$ cat src/rtl/seg7_pkg.sv
// Shared constants for the 7-segment scan driver: segment patterns in {a,b,c,d,e,f,g} order.
package seg7_pkg;

  // Entry n holds the pattern for nibble n; listed from 15 down to 0.
  localparam logic [15:0][6:0] SEG_LUT = {
    7'b1000111,  // F
    7'b1001111,  // E
    7'b0111101,  // d
    7'b1001110,  // C
    7'b0011111,  // b
    7'b1110111,  // A
    7'b1111011,  // 9
    7'b1111111,  // 8
    7'b1110000,  // 7
    7'b1011111,  // 6
    7'b1011011,  // 5
    7'b0110011,  // 4
    7'b1111001,  // 3
    7'b1101101,  // 2
    7'b0110000,  // 1
    7'b1111110   // 0
  };

  localparam logic [6:0] SEG_DASH  = 7'b0000001;
  localparam logic [6:0] SEG_BLANK = 7'b0000000;

endpackage

$ cat src/rtl/seg7_decoder.sv
// Combinational nibble to active-high {a..g} decoder; non-decimal nibbles show a dash
// unless hex display is enabled.
module seg7_decoder
  import seg7_pkg::*;
(
  input  logic [3:0] nibble_i,
  input  logic       hex_en_i,
  output logic [6:0] seg_o
);

  always_comb begin
    seg_o = SEG_LUT[nibble_i];
    if (!hex_en_i && (nibble_i > 4'd9)) seg_o = SEG_DASH;
  end

endmodule

$ cat src/rtl/seg7_scan_driver.sv
// Time-multiplexed 7-segment driver: slot/digit scan counters, double-buffered display
// word for tear-free updates, leading-zero blanking and output polarity.
module seg7_scan_driver
  import seg7_pkg::*;
#(
  parameter int NUM_DIGITS  = 4,
  parameter int SLOT_CYC    = 50000,
  parameter int BLANK_CYC   = 2,
  parameter int HEX_MODE    = 1,
  parameter int LZ_BLANK    = 1,
  parameter int SEG_ACT_LOW = 0,
  parameter int AN_ACT_LOW  = 0
) (
  input  logic                    clk,
  input  logic                    rst_n,
  input  logic                    enable,
  input  logic                    load,
  input  logic [4*NUM_DIGITS-1:0] value,
  input  logic [NUM_DIGITS-1:0]   dp_in,
  output logic [6:0]              seg,
  output logic                    dp,
  output logic [NUM_DIGITS-1:0]   an,
  output logic                    frame_done
);

  localparam int CNT_W = $clog2(SLOT_CYC);
  localparam int IDX_W = (NUM_DIGITS > 1) ? $clog2(NUM_DIGITS) : 1;
  localparam int VAL_W = 4 * NUM_DIGITS;

  localparam logic [CNT_W-1:0]      CNT_LAST  = CNT_W'(SLOT_CYC - 1);
  localparam logic [CNT_W-1:0]      CNT_BLANK = CNT_W'(BLANK_CYC);
  localparam logic [IDX_W-1:0]      IDX_LAST  = IDX_W'(NUM_DIGITS - 1);
  localparam logic                  HEX_EN    = (HEX_MODE != 0);
  localparam logic                  LZ_EN     = (LZ_BLANK != 0);
  localparam logic [6:0]            SEG_OFF   = (SEG_ACT_LOW != 0) ? 7'h7F : 7'h00;
  localparam logic                  DP_OFF    = (SEG_ACT_LOW != 0);
  localparam logic [NUM_DIGITS-1:0] AN_OFF    = (AN_ACT_LOW != 0) ? '1 : '0;

  logic [CNT_W-1:0]      cnt_q, cnt_d;
  logic [IDX_W-1:0]      idx_q, idx_d;
  logic                  run_q, run_d;
  logic [VAL_W-1:0]      pend_q, pend_d;
  logic [NUM_DIGITS-1:0] pend_dp_q, pend_dp_d;
  logic                  pend_valid_q, pend_valid_d;
  logic [VAL_W-1:0]      shadow_q, shadow_d;
  logic [NUM_DIGITS-1:0] shadow_dp_q, shadow_dp_d;
  logic [6:0]            seg_q, seg_d;
  logic                  dp_q, dp_d;
  logic [NUM_DIGITS-1:0] an_q, an_d;
  logic                  frame_done_q, frame_done_d;

  logic [NUM_DIGITS-1:0] nz_above;
  logic [3:0]            nib_sel;
  logic                  dp_sel;
  logic                  blank_sel;
  logic [6:0]            seg_dec;
  logic [6:0]            seg_raw;
  logic [NUM_DIGITS-1:0] an_raw;

  // The first enabled cycle after reset or a disabled stretch holds slot 0 of digit 0.
  always_comb begin
    cnt_d = cnt_q;
    idx_d = idx_q;
    run_d = enable;
    if (!enable || !run_q) begin
      cnt_d = '0;
      idx_d = '0;
    end else if (cnt_q == CNT_LAST) begin
      cnt_d = '0;
      idx_d = (idx_q == IDX_LAST) ? '0 : idx_q + IDX_W'(1);
    end else begin
      cnt_d = cnt_q + CNT_W'(1);
    end
  end

  // Shadow only changes at a frame boundary or while dark, so no frame mixes two words.
  always_comb begin
    pend_d       = pend_q;
    pend_dp_d    = pend_dp_q;
    pend_valid_d = pend_valid_q;
    shadow_d     = shadow_q;
    shadow_dp_d  = shadow_dp_q;
    if (!enable || frame_done_q) begin
      if (load) begin
        shadow_d     = value;
        shadow_dp_d  = dp_in;
        pend_d       = value;
        pend_dp_d    = dp_in;
        pend_valid_d = 1'b0;
      end else if (pend_valid_q) begin
        shadow_d     = pend_q;
        shadow_dp_d  = pend_dp_q;
        pend_valid_d = 1'b0;
      end
    end else if (load) begin
      pend_d       = value;
      pend_dp_d    = dp_in;
      pend_valid_d = 1'b1;
    end
  end

  // Outputs are computed from next-state values so the registered pins line up with
  // the counter, index and shadow contents of the same cycle.
  always_comb begin
    logic acc;
    nz_above = '0;
    for (int i = 0; i < NUM_DIGITS; i++) begin
      acc = 1'b0;
      for (int j = i; j < NUM_DIGITS; j++) acc = acc | (|shadow_d[4*j +: 4]);
      nz_above[i] = acc;
    end
  end

  always_comb begin
    nib_sel   = '0;
    dp_sel    = 1'b0;
    blank_sel = 1'b0;
    an_raw    = '0;
    for (int i = 0; i < NUM_DIGITS; i++) begin
      if (idx_d == IDX_W'(i)) begin
        nib_sel   = shadow_d[4*i +: 4];
        dp_sel    = shadow_dp_d[i];
        blank_sel = LZ_EN && (i != 0) && !nz_above[i];
        an_raw[i] = enable && (cnt_d >= CNT_BLANK);
      end
    end
  end

  seg7_decoder u_decoder (
    .nibble_i (nib_sel),
    .hex_en_i (HEX_EN),
    .seg_o    (seg_dec)
  );

  always_comb begin
    seg_raw      = (enable && !blank_sel) ? seg_dec : SEG_BLANK;
    seg_d        = seg_raw ^ SEG_OFF;
    dp_d         = (enable && dp_sel) ^ DP_OFF;
    an_d         = an_raw ^ AN_OFF;
    frame_done_d = enable && (cnt_d == CNT_LAST) && (idx_d == IDX_LAST);
  end

  always_ff @(posedge clk or negedge rst_n) begin
    if (!rst_n) begin
      cnt_q        <= '0;
      idx_q        <= '0;
      run_q        <= 1'b0;
      pend_q       <= '0;
      pend_dp_q    <= '0;
      pend_valid_q <= 1'b0;
      shadow_q     <= '0;
      shadow_dp_q  <= '0;
      seg_q        <= SEG_OFF;
      dp_q         <= DP_OFF;
      an_q         <= AN_OFF;
      frame_done_q <= 1'b0;
    end else begin
      cnt_q        <= cnt_d;
      idx_q        <= idx_d;
      run_q        <= run_d;
      pend_q       <= pend_d;
      pend_dp_q    <= pend_dp_d;
      pend_valid_q <= pend_valid_d;
      shadow_q     <= shadow_d;
      shadow_dp_q  <= shadow_dp_d;
      seg_q        <= seg_d;
      dp_q         <= dp_d;
      an_q         <= an_d;
      frame_done_q <= frame_done_d;
    end
  end

  assign seg        = seg_q;
  assign dp         = dp_q;
  assign an         = an_q;
  assign frame_done = frame_done_q;

endmodule
$ cat config.mk
export PLATFORM = sky130hd
export DESIGN_NAME = seg7_scan_driver
export DESIGN_NICKNAME = d
export VERILOG_FILES = /design/src/rtl/seg7_pkg.sv /design/src/rtl/seg7_decoder.sv /design/src/rtl/seg7_scan_driver.sv
export SDC_FILE = /design/constraint.sdc
export NUM_CORES = 1
export LEC_CHECK = 0
export ABC_AREA = 1
export CORE_ASPECT_RATIO = 0.5
export CORE_MARGIN = 4
export CORE_UTILIZATION = 35
export DETAILED_ROUTE_END_ITERATION = 12
export GPL_TIMING_DRIVEN = 0
export PLACE_DENSITY = 0.58
export SYNTH_ARGS = -nofsm -noshare
export SYNTH_HDL_FRONTEND = slang
export SYNTH_SLANG_ARGS = --single-unit
$ cat constraint.sdc
create_clock -name clk -period 3.8 [get_ports clk]
set_input_delay 1.14 -clock clk [delete_from_list [all_inputs] [get_ports clk]]
set_output_delay 1.14 -clock clk [all_outputs]
set_load 0.005 [all_outputs]
==> metrics.md <==
| Metric | Value |
|---|---|
| Vias after detailed routing | `about 3k` |
| Met3 WL | `246 um` |
| Commonest cells in the netlist | `nand2_1, dfrtp_1, nor2_1, inv_1, nand3_1` |
| Status | `completed` |
| Nets | `556` |
| Clock skew | `between 0.006 and 0.007 ns` |
| Final core occ | `0.4458` |
| Crit Path Max Fanout | `10` |
| I/O pin total | `37` |
| Post-CTS Hold Buffers | `0` |
| Initial DRC count | `131` |
| Setup Buffers After CTS | `0` |
| Leak | `about 2.3 nW` |
| Die Height | `approximately 80 um` |
| Post-cts sizing count | `0` |
| Final ANT Viol Nets | `0` |
| Starting Density | `0.3625` |
| Met2 routed WL | `3532 um` |
| Worst slew margin | `0.6958` |
| Crit-path cells | `clkdlybuf4s50_1, nand2_1, o21ai_2, inv_2, buf_2, nand2_1, nand2_1, nand3_1, nand2_1, inv_1, nand3_2, inv_1, ha_1, nand4_1, a21oi_1, nor2_1` |
| Grt ovf | `0` |
| Total power | `0.002003 W` |
| Post-synth ARST share | `1.000` |
| Largest net degree at the start of global routing | `45` |
| Max clock buf depth | `2` |
| Synth top area cells | `dfrtp_1, nand2_1, nor2_1` |
| Number of global-route vias before repair | `2984` |
| Main synth FF type | `dfrtp_1` |
| CTS Buf Count | `9` |
| GRT Overall Usage | `0.1477` |
| Hold Fails Final Rpt | `0` |
| WP buf/inv | `5` |
| Core box area | `10280 um2` |
| Startpoint types | `primary input` |
| RSZ-0062 raised after global routing | `false` |
| Count leader, synth | `nand2_1` |
| Post-Syn Area per Cell | `7.828 um2` |
| GPL Wtd Cong | `a little over 0.8` |
| Most common cell on crit path | `nand2_1` |
| Peak supply drop | `0.1980 mV` |
| Cell at the slowest stage of the critical path | `clkdlybuf4s50_1` |
| Final setup violation count | `0` |
| Fin. max-slew vios | `0` |
| DPL Wire Length | `6107 um` |
| Kind of cell adding the most delay to the critical path | `buffers and inverters` |
| Avg WL per Cell | `12.25 um` |
| Die ar. | `12460 um2` |
| Highest routed layer | `met4` |
| Worst min path class | `reg2reg` |
| PD cells | `437.0 nW/um2` |
| Final worst path period need | `3.390 ns` |
| Syn Inst Count | `476` |
| Cell Area, Synth | `3726 um2` |
| I/O Buffers | `36` |
| Yosys top cell area share | `0.4903` |
| Met1 wire length | `4274 um` |
| Initial antenna violation count | `0` |
| Crit Path Category | `in2reg` |
| CP Data Required Time | `4.03 ns` |
| Syn-to-layout area delta | `23.00%` |
| Dominant cell type by area after synthesis | `dfrtp_1` |
| CTS Root Cell | `clkbuf_16` |
| Yosys reg bits | `between 70 and 80` |
| Post-synth EDFFs | `0` |
| Clock sinks | `between 70 and 80` |
| Post-synthesis sequential area ratio | `0.4903` |
| # H-tree levels | `3` |
| Via/cell ratio | `about 4.5` |
| Layout cells sized above 1 | `0.1248` |
| First-pass GRT wire length | `around 15000 um` |
| Slew @ Worst Pin | `between 0.4 and 0.5 ns` |
| Clk slew on worst S/H paths | `~0.06 ns` |
| CP arrival | `3.62 ns` |
| Drt drc | `0` |
| Mapped Nets | `508` |
| Routed WL | `8194 um` |
| Max Cap Viol | `0` |
| Horiz. Die Dim | `153.9 um` |
| CTS tree | `yes` |
| Synth cell types | `34` |
| Synthesis Warnings | `0` |
| Tcrit/Tclk final | `0.8922` |
| Critical path capture point type | `flop` |
| Critical Path Max Stage Delay | `0.53 ns` |
| Pre-antenna DRT Iters | `4` |
| Skew-Pair Late Insertion Delay | `~0.34 ns` |
| Max Freq | `294.9 MHz` |
| # diodes | `0` |
| FP Rows | `26` |
sequential cells by signal, summed over array words and instances (netlist names):
name	count
an	4
cnt_q	16
dp	1
frame_done	1
idx_q	2
pend_dp_q	4
pend_q	16
pend_valid_q	1
run_q	1
seg	7
shadow_dp_q	4
shadow_q	16
kinds of logic (layout without fill, tap and decap cells):
| group | count (synthesis) | count (layout) | synth area share |
|---|---|---|---|
| buf+inv | 69 | 122 | 0.07488 |
| flops | 73 | 73 | 0.4903 |
| fa+ha+maj | 8 | 8 | 0.02686 |
| xor+xnor | 5 | 5 | 0.01175 |
| compound gates | 29 | 29 | 0.04433 |
| simple gates | 292 | 292 | 0.3519 |
power by group:
part / switching [W] / internal (W)
sequential: 0.0000184 / 0.000843
clock: 0.000342 / 0.000506
combinational: 0.000172 / 0.000121
total: 0.000532 / 0.00147
through the flow:
step	TNS, ns	setup slack (ns)	hold WS, ns	instance area [um2]	cells
detailed placement	0	0.05196	0.4556	4287	653
global route	0	0.1419	0.4963	4583	669
global placement	-72.25	-0.9939	0.4516	4262	652
floorplan	0	1.030	0.4334	3726	476
finish	0	0.4096	0.4683	4583	669
CTS	0	0.4052	0.4699	4583	669
cell type report:
| cell class | instances | area [um2] |
|---|---|---|
| plain buffers | 9 | 53.80 |
| clock buffers | 9 | 225.2 |
| clock inverters | 7 | 71.32 |
| fillers | 1036 | 5697 |
| inverters | 60 | 225.2 |
| multi-input cells | 334 | 1620 |
| flip-flops and latches | 73 | 1827 |
| well taps | 140 | 175.2 |
| repair buffers | 37 | 385.4 |
final timing paths:
| kind | from | to | slack, ns | cells past startpoint |
|---|---|---|---|---|
| setup / recovery | enable | seg[3] | 0.41 | 16 |
| hold / removal | pend_dp_q[2] | pend_dp_q[2] | 0.47 | 2 |
| setup reg to reg | cnt_q[0] | seg[3] | 1.20 | 16 |
| hold reg to reg | pend_dp_q[2] | pend_dp_q[2] | 0.47 | 2 |
| max in group asynchronous | rst_n | an[0] | 2.53 | 2 |
| min in group asynchronous | rst_n | pend_q[10] | 0.72 | 1 |
layout by cell type, fill, tap and decap left out, drive strengths merged:
| cell type | n |
|---|---|
| and2 | 2 |
| o21ai | 14 |
| ha | 8 |
| clkbuf | 12 |
| dfrtp | 73 |
| or2 | 6 |
| a31oi | 5 |
| and3 | 1 |
| nand3 | 33 |
| clkinv | 4 |
| buf | 8 |
| nand2 | 172 |
| inv | 59 |
| nor3 | 6 |
| a21oi | 8 |
| nand4 | 6 |
| clkdlybuf4s50 | 35 |
| nor2 | 64 |
| o221ai | 1 |
| nor4 | 2 |
| xor2 | 5 |
| clkinvlp | 3 |
| a21boi | 1 |
| bufinv | 1 |
worst reg2reg max path, delay by kind of cell, from the launching register on:
kind	cells	cell delay, ns
buffers and inverters	3	0.36
and+or+nand+nor	10	1.15
AOI/OAI and AO/OA	1	0.20
adders and majority gates	2	0.38
DFF	1	0.39
per-layer routing:
layer  global-route usage  vias to the layer above
li1                     -                     1575
met1               0.2034                     1373
met2               0.2231                       31
met3              0.04577                       13
met4              0.04934                        0
met5                    0                        -
Note: power is estimated with default switching activity, not from simulation.
